[config.mk]
export PLATFORM = sky130hd
export DESIGN_NAME = tagger_control
export DESIGN_NICKNAME = d
export VERILOG_FILES = /design/src/rtl/tagger_control.sv
export SDC_FILE = /design/constraint.sdc
export NUM_CORES = 1
export LEC_CHECK = 0
export BUFFER_PORTS_ARGS = -buffer_cell sky130_fd_sc_hd__buf_2
export CORE_UTILIZATION = 61
export DETAILED_ROUTE_END_ITERATION = 7
export PLACE_DENSITY = 0.78
export SLEW_MARGIN = 40
export SYNTH_ARGS = -nofsm -noshare
export SYNTH_HDL_FRONTEND = slang
export SYNTH_SLANG_ARGS = --single-unit
[constraint.sdc]
create_clock -name clk -period 5.8 [get_ports clk]
set_input_delay 0.58 -clock clk [delete_from_list [all_inputs] [get_ports clk]]
set_output_delay 0.58 -clock clk [all_outputs]
set_load 0.02 [all_outputs]
[src/rtl/tagger_control.sv]
// tagger_control: acquisition sequencer and record buffer for event_tagger.
// A small IDLE/CLEAR/RUN FSM drives the tagger's reset/operate controls.
// Records are buffered in a first-word-fallthrough FIFO with drop counting.
module tagger_control #(
    parameter int RECORD_WIDTH   = 47,
    parameter int FIFO_DEPTH     = 16,
    parameter int RESET_CYCLES   = 3,
    parameter int DURATION_WIDTH = 32
) (
    input  logic                            clk,
    input  logic                            reset_n,
    input  logic                            cmd_start,
    input  logic                            cmd_stop,
    input  logic [DURATION_WIDTH-1:0]       acq_duration,
    output logic                            tagger_reset_counter,
    output logic                            tagger_capture_operate,
    output logic                            tagger_counter_operate,
    input  logic [RECORD_WIDTH-1:0]         tagger_data,
    input  logic                            tagger_ready,
    output logic [RECORD_WIDTH-1:0]         out_data,
    output logic                            out_valid,
    input  logic                            out_ready,
    output logic                            busy,
    output logic [15:0]                     lost_count,
    output logic [$clog2(FIFO_DEPTH):0]     fifo_level
);

    localparam int PTR_W = $clog2(FIFO_DEPTH);
    localparam int LVL_W = PTR_W + 1;
    localparam int CLR_W = (RESET_CYCLES > 1) ? $clog2(RESET_CYCLES) : 1;
    localparam logic [CLR_W-1:0] CLR_LAST = CLR_W'(RESET_CYCLES - 1);
    localparam logic [LVL_W-1:0] LVL_FULL = LVL_W'(FIFO_DEPTH);

    localparam logic [1:0] IDLE  = 2'd0;
    localparam logic [1:0] CLEAR = 2'd1;
    localparam logic [1:0] RUN   = 2'd2;

    logic [1:0]                state_reg, state_next;
    logic [CLR_W-1:0]          clr_cnt_reg, clr_cnt_next;
    logic [DURATION_WIDTH-1:0] run_cnt_reg, run_cnt_next;
    logic [DURATION_WIDTH-1:0] duration_reg, duration_next;
    logic [DURATION_WIDTH-1:0] run_inc;
    logic                      start_ok;

    // A start is only honoured from IDLE and never together with a stop.
    assign start_ok = (state_reg == IDLE) && cmd_start && !cmd_stop;
    assign run_inc  = run_cnt_reg + 1'b1;

    // Next-state and counter logic for the acquisition sequencer.
    always_comb begin
        state_next    = state_reg;
        clr_cnt_next  = clr_cnt_reg;
        run_cnt_next  = run_cnt_reg;
        duration_next = duration_reg;
        case (state_reg)
            IDLE: begin
                if (start_ok) begin
                    state_next    = CLEAR;
                    clr_cnt_next  = '0;
                    run_cnt_next  = '0;
                    duration_next = acq_duration;
                end
            end
            CLEAR: begin
                if (cmd_stop) begin
                    state_next = IDLE;
                end else if (clr_cnt_reg == CLR_LAST) begin
                    state_next = RUN;
                end else begin
                    clr_cnt_next = clr_cnt_reg + 1'b1;
                end
            end
            RUN: begin
                run_cnt_next = run_inc;
                // Stop wins over expiry; duration 0 means run until stopped.
                if (cmd_stop) begin
                    state_next = IDLE;
                end else if ((duration_reg != '0) && (run_inc == duration_reg)) begin
                    state_next = IDLE;
                end
            end
            default: state_next = IDLE;
        endcase
    end

    // State, counters and registered control outputs decoded from the next state.
    always_ff @(posedge clk or negedge reset_n) begin
        if (!reset_n) begin
            state_reg              <= IDLE;
            clr_cnt_reg            <= '0;
            run_cnt_reg            <= '0;
            duration_reg           <= '0;
            tagger_reset_counter   <= 1'b0;
            tagger_capture_operate <= 1'b0;
            tagger_counter_operate <= 1'b0;
            busy                   <= 1'b0;
        end else begin
            state_reg              <= state_next;
            clr_cnt_reg            <= clr_cnt_next;
            run_cnt_reg            <= run_cnt_next;
            duration_reg           <= duration_next;
            tagger_reset_counter   <= (state_next == CLEAR);
            tagger_capture_operate <= (state_next == RUN);
            tagger_counter_operate <= (state_next == RUN);
            busy                   <= (state_next != IDLE);
        end
    end

    // ------------------------------------------------------------------
    // Record FIFO
    // ------------------------------------------------------------------
    logic [RECORD_WIDTH-1:0] mem [FIFO_DEPTH];
    logic [PTR_W-1:0]        wr_ptr_reg, rd_ptr_reg;
    logic                    full, pop, push, drop;

    // Occupancy is tracked by level, so equal pointers are unambiguous.
    assign out_valid = (fifo_level != '0);
    assign full      = (fifo_level == LVL_FULL);
    assign pop       = out_valid && out_ready;
    // A pop on the same cycle frees the slot, so a full FIFO still accepts.
    assign push      = tagger_ready && (!full || pop);
    assign drop      = tagger_ready && full && !pop;
    assign out_data  = mem[rd_ptr_reg];

    // Record storage; contents need no reset since level gates visibility.
    always_ff @(posedge clk) begin
        if (push) begin
            mem[wr_ptr_reg] <= tagger_data;
        end
    end

    // Pointers, level and the saturating drop counter.
    always_ff @(posedge clk or negedge reset_n) begin
        if (!reset_n) begin
            wr_ptr_reg <= '0;
            rd_ptr_reg <= '0;
            fifo_level <= '0;
            lost_count <= '0;
        end else begin
            if (push) begin
                wr_ptr_reg <= wr_ptr_reg + 1'b1;
            end
            if (pop) begin
                rd_ptr_reg <= rd_ptr_reg + 1'b1;
            end
            case ({push, pop})
                2'b10:   fifo_level <= fifo_level + 1'b1;
                2'b01:   fifo_level <= fifo_level - 1'b1;
                default: fifo_level <= fifo_level;
            endcase
            if (start_ok) begin
                lost_count <= '0;
            end else if (drop && (lost_count != 16'hFFFF)) begin
                lost_count <= lost_count + 16'd1;
            end
        end
    end

endmodule

==> results of run 1 <==
layer usage:
metal	GRT usage, %	vias up	share of wire [%]
met5	0	-	0.069
met4	10.06	8	3.3
met3	5.252	145	7.7
met2	47.60	793	52
met1	37.88	9015	37
li1	-	7208	-
worst max-delay path, stage by stage, from the launching register on:
cell and delay, ns:
dfrtp_4 0.73, buf_12 0.29, buf_4 0.41, mux4_2 0.56, mux4_2 0.58, buf_2 0.20
final cells by class:
class                      count  area (µm²)  share of cell area, %
tap                          748       935.9                  2.395
timing repair buffer         216        1642                  4.201
inverter                      10       37.54                0.09606
clock inverter                49       501.7                  1.284
antenna                        4       10.01                0.02562
multi-input combinational    699        8651                  22.14
clock buffer                 102        2201                  5.632
sequential                   852       25100                  64.23
worst max-delay path by stage:
stage | cells after the start | from | slack, ns | to
final | 5 | rd_ptr_reg[0]$_DFFE_PN0P_ | 1.81 | out_data[43]
after detailed placement | 5 | rd_ptr_reg[0]$_DFFE_PN0P_ | 2.45 | out_data[43]
after global placement | 4 | rd_ptr_reg[0]$_DFFE_PN0P_ | 2.32 | out_data[43]
after global routing | 5 | rd_ptr_reg[0]$_DFFE_PN0P_ | 1.65 | out_data[43]
after CTS | 5 | rd_ptr_reg[0]$_DFFE_PN0P_ | 1.74 | out_data[43]
after floorplan | 6 | fifo_level[0]$_DFFE_PN0P_ | 0.81 | mem[3][0]$_DFFE_PP_
power by group through the flow:
stage | Combinational (mW) | Clock [mW] | Sequential [mW]
finish | 5.42 | 5.39 | 7.85
global route | 5.70 | 5.68 | 7.91
CTS | 5.49 | 5.45 | 7.86
detailed placement | 5.39 | 0 | 7.95
global placement | 5.04 | 0 | 8.03
floorplan | 3.79 | 0 | 7.71
cell families (layout without fill, tap and decap cells):
logic type / count (synthesis) / after routing / share of synthesized area, %
AOI/OAI and AO/OA: 106 / 106 / 1.983
adders and majority gates: 13 / 13 / 0.4995
muxes: 272 / 272 / 16.75
buffers and inverters: 98 / 377 / 1.304
other: 0 / 4 / 0
and+or+nand+nor: 233 / 233 / 3.897
DFF: 852 / 852 / 73.64
xor gates and xnor gates: 75 / 75 / 1.928
per-stage QoR:
stage          total power [mW]  hold slack [ns]  util [%]  area, µm²  worst slack, ns
4_1_cts                   18.80           0.1661     70.85      39030            1.742
2_1_floorplan             11.50           0.2844         -      34070           0.8129
3_5_place_dp              13.33           0.5001     65.93      36320            2.449
5_1_grt                   19.28           0.1883     70.92      39070            1.652
3_3_place_gp              13.06           0.4676     65.04      35830            2.320
6_report                  18.66           0.1917     70.93      39080            1.808
placed cells by master, fill, tap and decap left out, types with 35 or more instances in the layout:
cell type and count:
nand2_1 57, clkbuf_16 85, xnor2_1 46, dfrtp_1 96, buf_2 156, edfxtp_1 752, nor2_1 44, o21ai_0 50
mux2_2 35, mux4_2 235
timing repair:
item | CTS | global route
hold buffers | 1 | 0
resized for setup | 0 | 0
buffers inserted | 0 | 0
hold endpoints to repair | 18 | 0
==> out/results.tsv, run 1 <==
metric	value	unit
# rows	86	
Post-synth EDFFs	752	
Detailed Routing Iterations Pass 1	5	
unrepaired setup endpoints after global routing	false	
Hold WC Path Type	input pin to flip-flop	
hold path cells	2	
Fin Clk Skew	0.01966	ns
GPL Wtd Cong	0.8389	
clk buf depth	3	
Critical Path AT	3.41	ns
Sequential Power Share	42.1	%
Max Fclk	0.2505	GHz
synth top area cells	edfxtp_1 (66%), mux4_2 (16%), dfrtp_1 (7.3%)	
fraction of layout cells with a size suffix above 1	34.02	%
area fraction of the dominant cell type after synthesis	66.29	%
total grt overflow	0	
status	complete, no violations	
worst hold start	acq_duration[12]	
# fillers	3212	
# DRC	0	
synthesized area	34070	µm²
Crit Path Class	flip-flop to output port	
dpl cells	2523	
total CTS buffers	82	
maximum vdd drop	0.3781	mV
final wirelength	78.22	mm
Worst R2R End	fifo_level[4]$_DFFE_PN0P_	
Reg2Reg Setup Slack	2.69	ns
Worst Hold Path EP	duration_reg[12]$_DFFE_PN0P_	
Cells after Synth	1649	
largest net degree at the start of global routing	69	
PortBufs	157	
Reg clk slew, reported paths	0.06	ns
hpwl dp	43.91	mm
syn avg cell area	20.66	µm²
io pins	158	
die height	238.3	µm
Switching Share	30.28	%
antenna violations before repair	8	
ys async rst share	11.74	%
area leader, netlist	edfxtp_1	
Comb pwr share	29.0	%
Switching Power	5.650	mW
Syn Nets	1747	
Final Slew Violations	0	
worst reg2reg path startpoint	fifo_level[0]$_DFFE_PN0P_	
number of flip-flops in the largest register	752	
clock sinks	852	
setup TNS	0	ns
die footprint	56790	µm²
number of nets with antenna violations after detailed routing	0	
MaxCap Viol Count	0	
Die Wd	238.3	µm
CTS tree	done	
vias in the first global route	17950	
final setup fails	0	
CP max FO	24	
CTS Root Cell	clkbuf_16	
fin crit share	68.83	%
Worst Path Required	5.22	ns
Period minus WS final	3.992	ns
Max-slew headroom	52.52	%
Critical Path Sink Type	output port	
Seq/Total Area, Yosys	73.64	%
H-tree depth	3	
Tightest Pin Transition	0.7105	ns
Yosys warning count	0	
Synth Register Bits	852	
Via Count	17170	
Layout Nets	1959	
GRT Overall Usage	28.42	%
Hold Vio Cnt, Final	0	
Reg2Reg Depth	12	
Distinct cells, synth	65	
Cell Int Power	13.01	mW
most common library cells after synthesis	edfxtp_1 (752), mux4_2 (235), dfrtp_1 (100)	
drt first-iter violations	1793	
top-count cell post-synth	edfxtp_1	
WL/cell	29.19	µm
Clock power frac	28.9	%
Pleak	13.17	nW
core area	55090	µm²
Startpoint Class	flip-flop	
Initial Util	61.83	%
pwr dens	477.5	nW/µm²
routed vias/inst	6.406	
Finished Layout Cells	2680	
area grow syn2layout	14.71	%
first-pass GRT wire length	115.9	mm
Primary FF master, synth	edfxtp_1	
Clock Latency Late Sink	0.62	ns
(Power assumes the default switching activity.)
==> run 2, diff against run 1 <==
CORE_UTILIZATION = 55   (was 61)
PLACE_DENSITY = 0.74   (was 0.78)
clock period = 3.55 ns   (was 5.8 ns; I/O delays follow)
==> run 2 against run 1 <==
Global-route usage shrank 3.9 points. Critical endpoint is now out_data[28]. Largest cell class unchanged. Non-clock buffer count grew 31. Hold slack worse by 0.13 ns. Combinational power is 62% higher. Flip-flop and latch count stayed put.
==> out/results.tsv, run 2 (same netlist as run 1, synthesis figures left out) <==
metric	value	unit
status	complete, no violations	
Worst Path Buf+Inv	3	
drt first-iter violations	1616	
most common cell after layout, fill and taps aside	edfxtp_1	
Critical Path Sink Type	output port	
Max Fclk	0.3026	GHz
vias in the first global route	18050	
fin area	39240	µm²
Critical Path AT	2.95	ns
crit-path leading delay family	multiplexers	
Worst Path Required	3.19	ns
Via Count	17190	
die footprint	62940	µm²
antenna violations before repair	8	
Die Wd	250.9	µm
hold path cells	4	
MaxCap Viol Count	0	
first-pass GRT wire length	112.9	mm
clock sinks	852	
critical path depth	5	
Hold WC Path Type	input pin to flip-flop	
routed vias/inst	6.260	
Pleak	13.24	nW
Pwr Total	30.12	mW
CP max FO	33	
PortBufs	157	
Max-slew headroom	46.86	%
WL/cell	27.25	µm
CTS tree	done	
io pins	158	
GRT Overall Usage	24.52	%
H-tree depth	3	
core area	60810	µm²
total grt overflow	0	
fin crit share	93.08	%
CTS resizes	0	
Crit Path Class	flip-flop to output port	
CP cell instances	buf_12 -> buf_12 -> mux4_2 -> mux4_2 -> buf_2	
final wirelength	74.84	mm
Clock Latency Late Sink	0.64	ns
crit path max-delay cell type	mux4_2	
Detailed Routing Iterations Pass 1	5	
final setup fails	0	
Period minus WS final	3.304	ns
die height	250.9	µm
commonest non-fill, non-tap cells in the layout	edfxtp_1 (752), mux4_2 (235), buf_2 (156), dfrtp_1 (96), clkbuf_16 (90)	
total CTS buffers	86	
Initial Util	56.02	%
unrepaired setup endpoints after global routing	false	
largest net degree at the start of global routing	86	
# DRC	0	
Reg clk slew, reported paths	0.06	ns
number of flip-flops in the largest register	752	
hpwl dp	40.67	mm
Tightest Pin Transition	0.7955	ns
maximum vdd drop	0.5656	mV
Layout Nets	1994	
Slowest Stage Delay on Critical Path	0.56	ns
area grow syn2layout	15.18	%
number of nets with antenna violations after detailed routing	0	
Cell Area, Placed	36210	µm²
minimum hold slack	0.05709	ns
Hold Vio Cnt, Final	0	
Final Slew Violations	0	
Fin Clk Skew	0.03000	ns
CTS Root Cell	clkbuf_16	
Startpoint Class	flip-flop	
# fillers	3978	
pwr dens	767.6	nW/µm²
fraction of layout cells with a size suffix above 1	33.54	%
# rows	90	
GPL Wtd Cong	0.8530	
Reg2Reg Depth	12	
clk buf depth	3	
==> run 2: cell count changes in the layout (fill, tap and decap cells not counted), moves of 2 or more <==
cell	previous run	this run
buf_12	7	16
buf_16	13	0
buf_4	31	41
buf_8	8	0
bufinv_16	9	4
clkbuf_1	16	14
clkbuf_16	85	90
clkbuf_4	0	2
dlygate4sd3_1	1	33
nor3_2	5	1
nor3_4	2	6
==> run 2: path summary, 6_finish.rpt <==
kind | slack, ns | start | end
max | 0.25 | rd_ptr_reg[0]$_DFFE_PN0P_ | out_data[28]
min | 0.06 | cmd_stop | tagger_counter_operate$_DFF_PN0_
max reg2reg | 0.58 | fifo_level[0]$_DFFE_PN0P_ | fifo_level[4]$_DFFE_PN0P_
min reg2reg | 0.50 | clr_cnt_reg[1]$_DFFE_PN0P_ | clr_cnt_reg[1]$_DFFE_PN0P_
max in group asynchronous | 2.49 | reset_n | run_cnt_reg[4]$_DFFE_PN0P_
min in group asynchronous | 0.35 | reset_n | duration_reg[13]$_DFFE_PN0P_
==> run 2: cell type report <==
class	count	area (µm²)	share of cell area [%]
flip-flops and latches	852	25100	63.96
multi-input cells	699	8673	22.11
clock buffers	108	2347	5.982
repair buffers	247	1750	4.461
well taps	782	978.4	2.494
clock inverters	43	340.3	0.8674
inverters	10	37.54	0.09567
diodes	5	12.51	0.03189
==> run 2: through the flow <==
step / setup WS (ns) / utilization (%) / cells / setup TNS [ns]
floorplan: -0.2080 / - / 1649 / -80.35
global placement: 0.6289 / 59.54 / 2557 / 0
detailed placement: 0.5731 / 59.54 / 2557 / 0
CTS: 0.1717 / 64.50 / 2741 / 0
global route: 0.1175 / 64.51 / 2742 / 0
finish: 0.2456 / 64.52 / 2746 / 0
==> run 2: routing by layer <==
layer,global-route usage [%],vias up,share of wire [%]
li1,-,7272,-
met1,33.31,9074,39
met2,40.62,694,51
met3,5.136,140,7.6
met4,6.969,10,2.4
met5,0,-,0.087
==> run 2: worst register-to-register path: stages (launching register included) <==
cell and delay [ns]:
dfrtp_1 0.43, or4_1 0.56, or2_2 0.31, and2_1 0.23, ha_1 0.28, inv_1 0.13, fa_1 0.22, inv_1 0.05
a21o_1 0.17, a21oi_1 0.17, xnor2_1 0.13, nor2_1 0.06, xor2_1 0.14
==> run 2: report_power, final <==
group          leakage, nW  switching, mW  total [mW]  internal, mW
combinational         3.84           4.69        8.80          4.11
sequential            8.08          0.655        12.7          12.0
clock                 1.32           3.66        8.63          4.97
==> run 2: timing repair <==
action,CTS,global route
hold buffers,33,0
setup buffers,0,0
hold endpoints to repair,105,0
